**src/rtl/peer_link_pkg.sv**
```systemverilog
// Shared constants, channel indices and width helper for the board-to-board link.
package peer_link_pkg;

    localparam int PEER_SYNC_STAGES   = 2;
    localparam int PEER_FILTER_CYCLES = 16;
    localparam int PEER_HOLD_CYCLES   = 1000;
    localparam int PEER_NUM_CH        = 3;

    // Index of each handshake line inside the per-channel vectors.
    typedef enum logic [1:0] {
        CH_CONNECT = 2'd0,
        CH_START   = 2'd1,
        CH_FINISH  = 2'd2
    } peer_ch_e;

    // Width of a counter that must hold values 0..n (never narrower than 1 bit).
    function automatic int cnt_width(input int n);
        if (n < 1) begin
            return 1;
        end else begin
            return $clog2(n + 1);
        end
    endfunction

endpackage

```
**src/rtl/peer_link_rx_channel.sv**
```systemverilog
// One receive line: synchroniser chain, persistence filter and a registered
// change pulse. The parent decodes rise/fall from 'flip' and the new 'level'.
module peer_link_rx_channel
    import peer_link_pkg::*;
#(
    parameter int SYNC_STAGES   = PEER_SYNC_STAGES,
    parameter int FILTER_CYCLES = PEER_FILTER_CYCLES
) (
    input  logic clk,
    input  logic rst,
    input  logic raw,
    output logic level,
    output logic flip
);

    localparam int            CW       = cnt_width(FILTER_CYCLES);
    localparam logic [CW-1:0] CNT_LAST = CW'(FILTER_CYCLES - 1);

    logic [SYNC_STAGES-1:0] chain;
    logic                   sync;
    logic [CW-1:0]          cnt;

    assign sync = chain[SYNC_STAGES-1];

    // Shift the asynchronous line through the synchroniser flops.
    always_ff @(posedge clk) begin
        if (rst) begin
            chain <= '0;
        end else begin
            chain <= {chain[SYNC_STAGES-2:0], raw};
        end
    end

    // Accept a new level only after it has differed for FILTER_CYCLES cycles in a row.
    always_ff @(posedge clk) begin
        if (rst) begin
            level <= 1'b0;
            cnt   <= '0;
            flip  <= 1'b0;
        end else begin
            flip <= 1'b0;
            if (sync == level) begin
                cnt <= '0;
            end else if (cnt == CNT_LAST) begin
                level <= sync;
                cnt   <= '0;
                flip  <= 1'b1;
            end else begin
                cnt <= cnt + CW'(1);
            end
        end
    end

endmodule

```
**src/rtl/peer_link.sv**
```systemverilog
// Conditions the handshake lines between two boards: filtered, edge-detected
// receive lines and pulse-stretched send lines.
module peer_link
    import peer_link_pkg::*;
#(
    parameter int SYNC_STAGES   = PEER_SYNC_STAGES,
    parameter int FILTER_CYCLES = PEER_FILTER_CYCLES,
    parameter int HOLD_CYCLES   = PEER_HOLD_CYCLES
) (
    input  logic clk,
    input  logic rst,
    input  logic receive_connect,
    input  logic receive_start,
    input  logic receive_game_finish,
    output logic rx_connect,
    output logic rx_start,
    output logic rx_finish,
    output logic rx_connect_pulse,
    output logic rx_start_pulse,
    output logic rx_finish_pulse,
    output logic peer_lost,
    input  logic tx_connect_req,
    input  logic tx_start_req,
    input  logic tx_finish_req,
    output logic send_connect,
    output logic send_start,
    output logic send_game_finish,
    output logic link_up
);

    localparam int            HW        = cnt_width(HOLD_CYCLES);
    localparam logic [HW-1:0] HOLD_LAST = HW'(HOLD_CYCLES - 1);

    logic [PEER_NUM_CH-1:0] raw_vec;
    logic [PEER_NUM_CH-1:0] level_vec;
    logic [PEER_NUM_CH-1:0] flip_vec;
    logic [PEER_NUM_CH-1:0] req_vec;
    logic [PEER_NUM_CH-1:0] send_vec;

    assign raw_vec = {receive_game_finish, receive_start, receive_connect};
    assign req_vec = {tx_finish_req, tx_start_req, tx_connect_req};

    for (genvar i = 0; i < PEER_NUM_CH; i++) begin : g_rx
        peer_link_rx_channel #(
            .SYNC_STAGES  (SYNC_STAGES),
            .FILTER_CYCLES(FILTER_CYCLES)
        ) u_rx (
            .clk  (clk),
            .rst  (rst),
            .raw  (raw_vec[i]),
            .level(level_vec[i]),
            .flip (flip_vec[i])
        );
    end

    for (genvar i = 0; i < PEER_NUM_CH; i++) begin : g_tx
        logic          req_d;
        logic [HW-1:0] hold;
        logic          send;
        logic          rise;

        assign rise        = req_vec[i] & ~req_d;
        assign send_vec[i] = send;

        // Stretch each request so the line stays high at least HOLD_CYCLES cycles.
        always_ff @(posedge clk) begin
            if (rst) begin
                req_d <= 1'b0;
                hold  <= '0;
                send  <= 1'b0;
            end else begin
                req_d <= req_vec[i];
                if (rise) begin
                    hold <= HOLD_LAST;
                    send <= 1'b1;
                end else begin
                    if (hold != '0) begin
                        hold <= hold - HW'(1);
                    end else begin
                        hold <= hold;
                    end
                    send <= req_vec[i] | (hold != '0);
                end
            end
        end
    end

    // The filter's flip flag marks the cycle the level changed; the new level tells the direction.
    assign rx_connect       = level_vec[CH_CONNECT];
    assign rx_start         = level_vec[CH_START];
    assign rx_finish        = level_vec[CH_FINISH];
    assign rx_connect_pulse = flip_vec[CH_CONNECT] &  level_vec[CH_CONNECT];
    assign rx_start_pulse   = flip_vec[CH_START]   &  level_vec[CH_START];
    assign rx_finish_pulse  = flip_vec[CH_FINISH]  &  level_vec[CH_FINISH];
    assign peer_lost        = flip_vec[CH_CONNECT] & ~level_vec[CH_CONNECT];

    assign send_connect     = send_vec[CH_CONNECT];
    assign send_start       = send_vec[CH_START];
    assign send_game_finish = send_vec[CH_FINISH];

    assign link_up = rx_connect & send_connect;

endmodule

```
**config.mk**
```make
export PLATFORM = sky130hd
export DESIGN_NAME = peer_link
export DESIGN_NICKNAME = d
export VERILOG_FILES = /design/src/rtl/peer_link_pkg.sv /design/src/rtl/peer_link_rx_channel.sv /design/src/rtl/peer_link.sv
export SDC_FILE = /design/constraint.sdc
export NUM_CORES = 1
export LEC_CHECK = 0
export ABC_AREA = 1
export CORE_ASPECT_RATIO = 0.75
export CORE_UTILIZATION = 40
export CTS_CLUSTER_DIAMETER = 30
export DETAILED_ROUTE_END_ITERATION = 10
export GPL_ROUTABILITY_DRIVEN = 1
export SYNTH_ARGS = -nofsm -noshare
export SYNTH_HDL_FRONTEND = slang
export SYNTH_SLANG_ARGS = --single-unit
```
**constraint.sdc**
```tcl
create_clock -name clk -period 1.2 [get_ports clk]
set_input_delay 0.3 -clock clk [delete_from_list [all_inputs] [get_ports clk]]
set_output_delay 0.3 -clock clk [all_outputs]
set_load 0.02 [all_outputs]
```
# Word level (Yosys, flattened, before mapping)
# Index checks and enable logic that the tools add are counted.
[word_totals]
input_bits = 8
latchBits = 0
ramBits = 0
mem_count = 0
word_cells = 84
output_inout_bits = 11
reg_bits = 63
rom_bits = 0
[op_classes]
n_reduce_logical = 18
div = 0
mul = 0
n_addsub = 6
mux = 12
bitwise = 18
n_eq_ne = 6
n_lt_le_gt_ge = 0
n_shift = 0
[op_table]
columns = ["operator", "count"]
rows = [
  ["2-to-1 mux 10 bit", 6],
  ["nonzero test 10 bit", 3],
  ["subtractor 10 x 1 -> 10 bit, second input constant", 3],
  ["adder 5 x 1 -> 5 bit, second input constant", 3],
  ["== test 5 x 4 -> 1 bit, second input constant", 3],
  ["OR reduction 2 bit", 6],
  ["OR reduction 3 bit", 3],
  ["AND 1 bit", 8],
  ["NOT 1 bit", 7],
  ["2-to-1 mux 1 bit", 6],
  ["AND reduction 2 bit", 3],
  ["nonzero test 2 bit", 3],
  ["== test 1 bit", 3],
  ["bitwise OR 1 bit", 3],
]

# Logic depth before layout (Yosys ltp)
[logic_depth]
word_depth = 3
mapped_depth = 9
mapped_depth_nobuf = 9

# Cells and area by module
# A second synthesis with hierarchy kept.
[unflattened]
hier_cells = 409
hier_area_um2 = 2924.1
[modules_own_cells]
columns = ["mod", "cells_per_inst", "area_per_inst_um2", "instances"]
rows = [
  ["peer_link", 286, 1899.3, 1],
  ["peer_link_rx_channel", 41, 341.6, 3],
]

# Worst setup path after synthesis
# No wires, ideal clock.
[synth_path]
kind = "reg-to-reg"
from = "register g_tx[0].hold[0]"
to = "register g_tx[0].hold[1]"
stages_incl_launch_ff = 10
required_ps = 1091
n_path_buf = 0
t_arrival_ps = 1140
slack_ps = -49
synth_period_minus_slack_ps = 1249
path_cell_list = "dfxtp_1 -> inv_1 -> ha_1 -> nand3_2 -> nor2_4 -> nand2_4 -> nand2_1 -> nand3_1 -> nand2_1 -> inv_1"
[synth_between]
elab_chain_cells = 3
[synth_lines]
columns = ["element", "line_no", "source"]
rows = [
  ["start, declared", "peer_link.sv:58", "logic [HW-1:0] hold;"],
  ["start signal, assigned", "peer_link.sv:78", "hold <= hold - HW'(1);"],
  ["start signal, assigned", "peer_link.sv:80", "hold <= hold;"],
  ["subtractor 10 x 1 -> 10 bit", "peer_link.sv:78", ""],
  ["2-to-1 mux 10 bit", "peer_link.sv:77", "if (hold != '0) begin"],
  ["2-to-1 mux 10 bit", "peer_link.sv:73", "if (rise) begin"],
]
# Parallel ways exist; a longest one is shown, timed or not. The select of a mux whose other input is x is not followed.
# A chain may end at the register's enable or synchronous reset.

# Final worst setup path
[layout_path]
from = "register g_tx[1].hold[1]"
to = "register g_tx[1].hold[2]"
[layout_between]
elab_chain_cells = 3
[layout_lines]
columns = ["element", "line_no"]
rows = [
  ["start, declared", "peer_link.sv:58"],
  ["start signal, assigned", "peer_link.sv:78"],
  ["start signal, assigned", "peer_link.sv:80"],
  ["subtractor 10 x 1 -> 10 bit", "peer_link.sv:78"],
  ["2-to-1 mux 10 bit", "peer_link.sv:77"],
  ["2-to-1 mux 10 bit", "peer_link.sv:73"],
]
# Parallel ways exist; a longest one is shown, timed or not. The select of a mux whose other input is x is not followed.

==> flow_metrics.tcl <==
set metrics [dict create \
    antenna_found_initial 0 \
    fin_worst_hold_slack_ns 0.4130 \
    synth-seq-cells 63 \
    synth.net_count 422 \
    synth_cells 405 \
    routabilityCongestion 0.8756 \
    port_buffers 18 \
    power_leakage_uw 0.001958 \
    worstSetupPathType "flop to flop" \
    routed-via-count 2651 \
    cap_viol_max_count 0 \
    yosysUniqueCellTypes 23 \
    grt.total_usage_pct 17.75 \
    arr_time_crit_path_ns 1.49 \
    numnets_final 492 \
    switching_power_uw 1720 \
    routed_wirelength_um 6396 \
    reg2reg_depth 8 \
    clockBufferDepth 2 \
    worstSkewPairLatency_ns 0.34 \
    cpPeakStageDelay_ns 0.33 \
    drive_gt1_share_pct 38.96 \
    syn_avg_cell_area_um2 7.081 \
    path_clk_slew_ns 0.08 \
    starting_density_pct 41.78 \
    synth-edff-count 0 \
    holdPathEnd "g_rx[0].u_rx.chain[1]$_SDFF_PP0_" \
    area_enclosed_by_the_die_boundary_um2 7516 \
    outcome "finished with violations" \
    crit_path_top_delay_cell "sky130_fd_sc_hd__dfxtp_2" \
    power_frac_clock_pct 39.1 \
    netlist_top_cells_count "sky130_fd_sc_hd__nand2_1, sky130_fd_sc_hd__inv_1, sky130_fd_sc_hd__nor2_1" \
    synth.largest_area_cell "sky130_fd_sc_hd__dfxtp_1" \
    place_area_um2 3455 \
    power_switching_share_pct 28.76 \
    worst_pin_slew_ns 0.4720 \
    finalInstanceArea_um2 4144 \
    reg2reg_from "g_tx[1].hold[1]$_SDFFE_PP0P_" \
    finalMaxSlewViolations 0 \
    fin_util_pct 60.37 \
    dp.final_hpwl_um 4223 \
    fin_ws_ns -0.07186 \
    setup.worst_path.start_class "flop" \
    detailedRoute.firstIterationViolations 68 \
    seq_area_um2 1284 \
    die_span_in_x_um 99.77 \
    worst_setup_path_end_kind "flop" \
    detailedRoute.firstPassIterationCount 6 \
    worst_r2r_endpoint "g_tx[1].hold[2]$_SDFFE_PP0P_" \
    synth_largest_type_area_fraction_pct 43.98 \
    die_h_um 75.33 \
    post-layout-total-power_uw 5980 \
    timing.critical_path.fanout_max 4 \
    cellInternalPower_uw 4260 \
    ant_diodes 0 \
    timing.hold.worst.class "flop to flop" \
    cellPowerDensity_nw_per_um2 1443 \
    synthMostInstantiatedCell "sky130_fd_sc_hd__nand2_1" \
    htreeDepth 3 \
    fmax_mhz 786.3 \
    critical_path.top_delay_family "simple AND/OR/NAND/NOR gates" \
    grt_first_pass_wirelength_um 10440 \
    synth-seq-area-share_pct 43.98 \
    grt_pass1_vias 2399 \
    final.fill_count 603 \
    grt_start_max_net_pins 14 \
    ys_warn_count 0 \
    timing.hold.worst.start "g_rx[0].u_rx.chain[0]$_SDFF_PP0_" \
    power_frac_comb_pct 21.4 \
    rrSetupSlack_ns -0.07 \
    failed_checks "setup timing" \
    numCtsBuffers 9 \
    cts_num_sinks 63 \
    timing.critical_path.required_ns 1.42 \
    drt.antenna.violating_nets 0 \
    seq_power_share_pct 39.4 \
    finalClockSkew_ns 0.009024 \
    final.period_utilization_pct 106.0 \
    root_buffer_selected_by_cts "sky130_fd_sc_hd__clkbuf_8" \
    post-route-drc-count 0 \
    rsz0062_at_grt "yes" \
    ir_worst_vdd_uv 900.6 \
    period_needed_ns 1.272 \
    yosys_most_used_dff "sky130_fd_sc_hd__dfxtp_1" \
    holdBufCountCts 0 \
    post_synthesis_instance_area_um2 2868 \
    placeableCoreArea_um2 6864 \
    synth_top_cells_by_area "sky130_fd_sc_hd__dfxtp_1, sky130_fd_sc_hd__nand2_1, sky130_fd_sc_hd__inv_1" \
    cts_tree "yes" \
    number_of_vias_per_cell_after_detailed_routing 4.587 \
    timing.slew.headroom_pct 68.42 \
    multi_input_area_um2 1654 \
    number_of_buffer_and_inverter_stages_on_the_critical_path 2 \
    cp_cell_sequence "inv_2 > ha_4 > nand3_4 > nor2_4 > buf_4 > nand2_2 > nand2_1 > a21oi_1" \
    floorplan.rows 26 \
    avgRoutedWirePerCell_um 11.07 \
    ys_async_sr_fraction_pct 0 \
    setup_viol 18 \
    io-pin-count 19 \
    grt.overflow.total 0 \
    timing_hold_violations_final 0 \
    whs_path_depth 2 \
    area.growth.synth_to_final_pct 44.50 \
]
[timing repair]
| item | in CTS | in global routing |
|---|---|---|
| setup endpoints to repair | 54 | 60 |
| hold endpoints to repair | 0 | 0 |
| gates resized for setup | 103 | 64 |
| buffers inserted | 5 | 4 |
| pin swaps | 18 | 26 |
| cloned | 2 | 0 |
[metrics by stage]
stage	setup slack [ns]	instances	TNS, ns
2_1_floorplan	0.002808	405	0
3_3_place_gp	-0.1973	551	-7.947
3_5_place_dp	-0.2157	551	-8.925
4_1_cts	-0.07049	574	-0.5828
5_1_grt	-0.1423	578	-3.002
6_report	-0.07186	578	-0.7331
[worst reg2reg max path, delay by kind of cell, from the launching register on]
kind | cells | cell delay (ns)
AOI/OAI and AO/OA | 1 | 0.05
adders and majority gates | 1 | 0.15
buffers and inverters | 2 | 0.21
DFF | 1 | 0.33
and+or+nand+nor | 4 | 0.42
[routing by layer]
metal	vias to the layer above	track usage (%)	part of all wire [%]
li1	1401	-	-
met1	1204	22.43	49
met2	38	29.81	46
met3	8	5.505	4.0
met4	0	4.902	0.80
met5	-	0	0
[cell families after synthesis]
group                    Yosys count  share of synthesized area [%]
buffers and inverters             82                          11.04
flip-flops                        63                          43.98
adder cells (fa/ha/maj)            9                          3.927
XOR/XNOR                           6                          1.832
AO/OA/AOI/OAI                     33                          5.846
AND/OR/NAND/NOR                  212                          33.38
[worst max path at each step]
| stage | start | endpoint | slack [ns] | cells past startpoint |
|---|---|---|---|---|
| after detailed placement | rst | g_rx[0].u_rx.cnt[2]$_SDFF_PP0_ | -0.22 | 5 |
| final | g_tx[1].hold[1]$_SDFFE_PP0P_ | g_tx[1].hold[2]$_SDFFE_PP0P_ | -0.07 | 8 |
| after CTS | g_tx[1].hold[0]$_SDFFE_PP0P_ | g_tx[1].hold[0]$_SDFFE_PP0P_ | -0.07 | 9 |
| after floorplan | g_tx[2].hold[0]$_SDFFE_PP0P_ | g_tx[2].hold[1]$_SDFFE_PP0P_ | 0.003 | 9 |
| after global routing | g_tx[0].hold[0]$_SDFFE_PP0P_ | g_tx[0].hold[0]$_SDFFE_PP0P_ | -0.14 | 9 |
| after global placement | rst | g_rx[1].u_rx.flip$_SDFF_PP0_ | -0.20 | 3 |
[flip-flops by register name, summed over array words and instances, names as in the netlist]
| register | cells |
|---|---|
| g_tx.hold | 30 |
| send_connect | 1 |
| send_start | 1 |
| g_rx.u_rx.chain | 6 |
| g_rx.u_rx.level | 3 |
| send_game_finish | 1 |
| g_tx.req_d | 3 |
| g_rx.u_rx.flip | 3 |
| g_rx.u_rx.cnt | 15 |
[power groups by stage]
stage / clock (uW) / combinational (uW) / sequential [uW]
final: 2340 / 1280 / 2360
after CTS: 2390 / 1170 / 2350
after floorplan: 0 / 718 / 2380
after global routing: 2470 / 1430 / 2380
after detailed placement: 0 / 1060 / 2390
after global placement: 0 / 1040 / 2390
[cells in the final DEF (no fill, tap or decap), drive strengths merged, types with 9 or more instances in the layout]
cell / n
a21oi: 22
buf: 54
clkbuf: 10
dfxtp: 63
ha: 9
inv: 79
nand2: 83
nand3: 50
nor2: 73
o21ai: 9
[layout make-up]
class,instances,area share (%)
Multi-Input combinational cell,262,39.92
Sequential cell,63,30.98
Timing Repair Buffer,61,12.77
Inverter,78,7.246
Clock buffer,10,3.321
Tap cell,98,2.959
Clock inverter,6,2.808
Power figures use the tool's default switching activity.
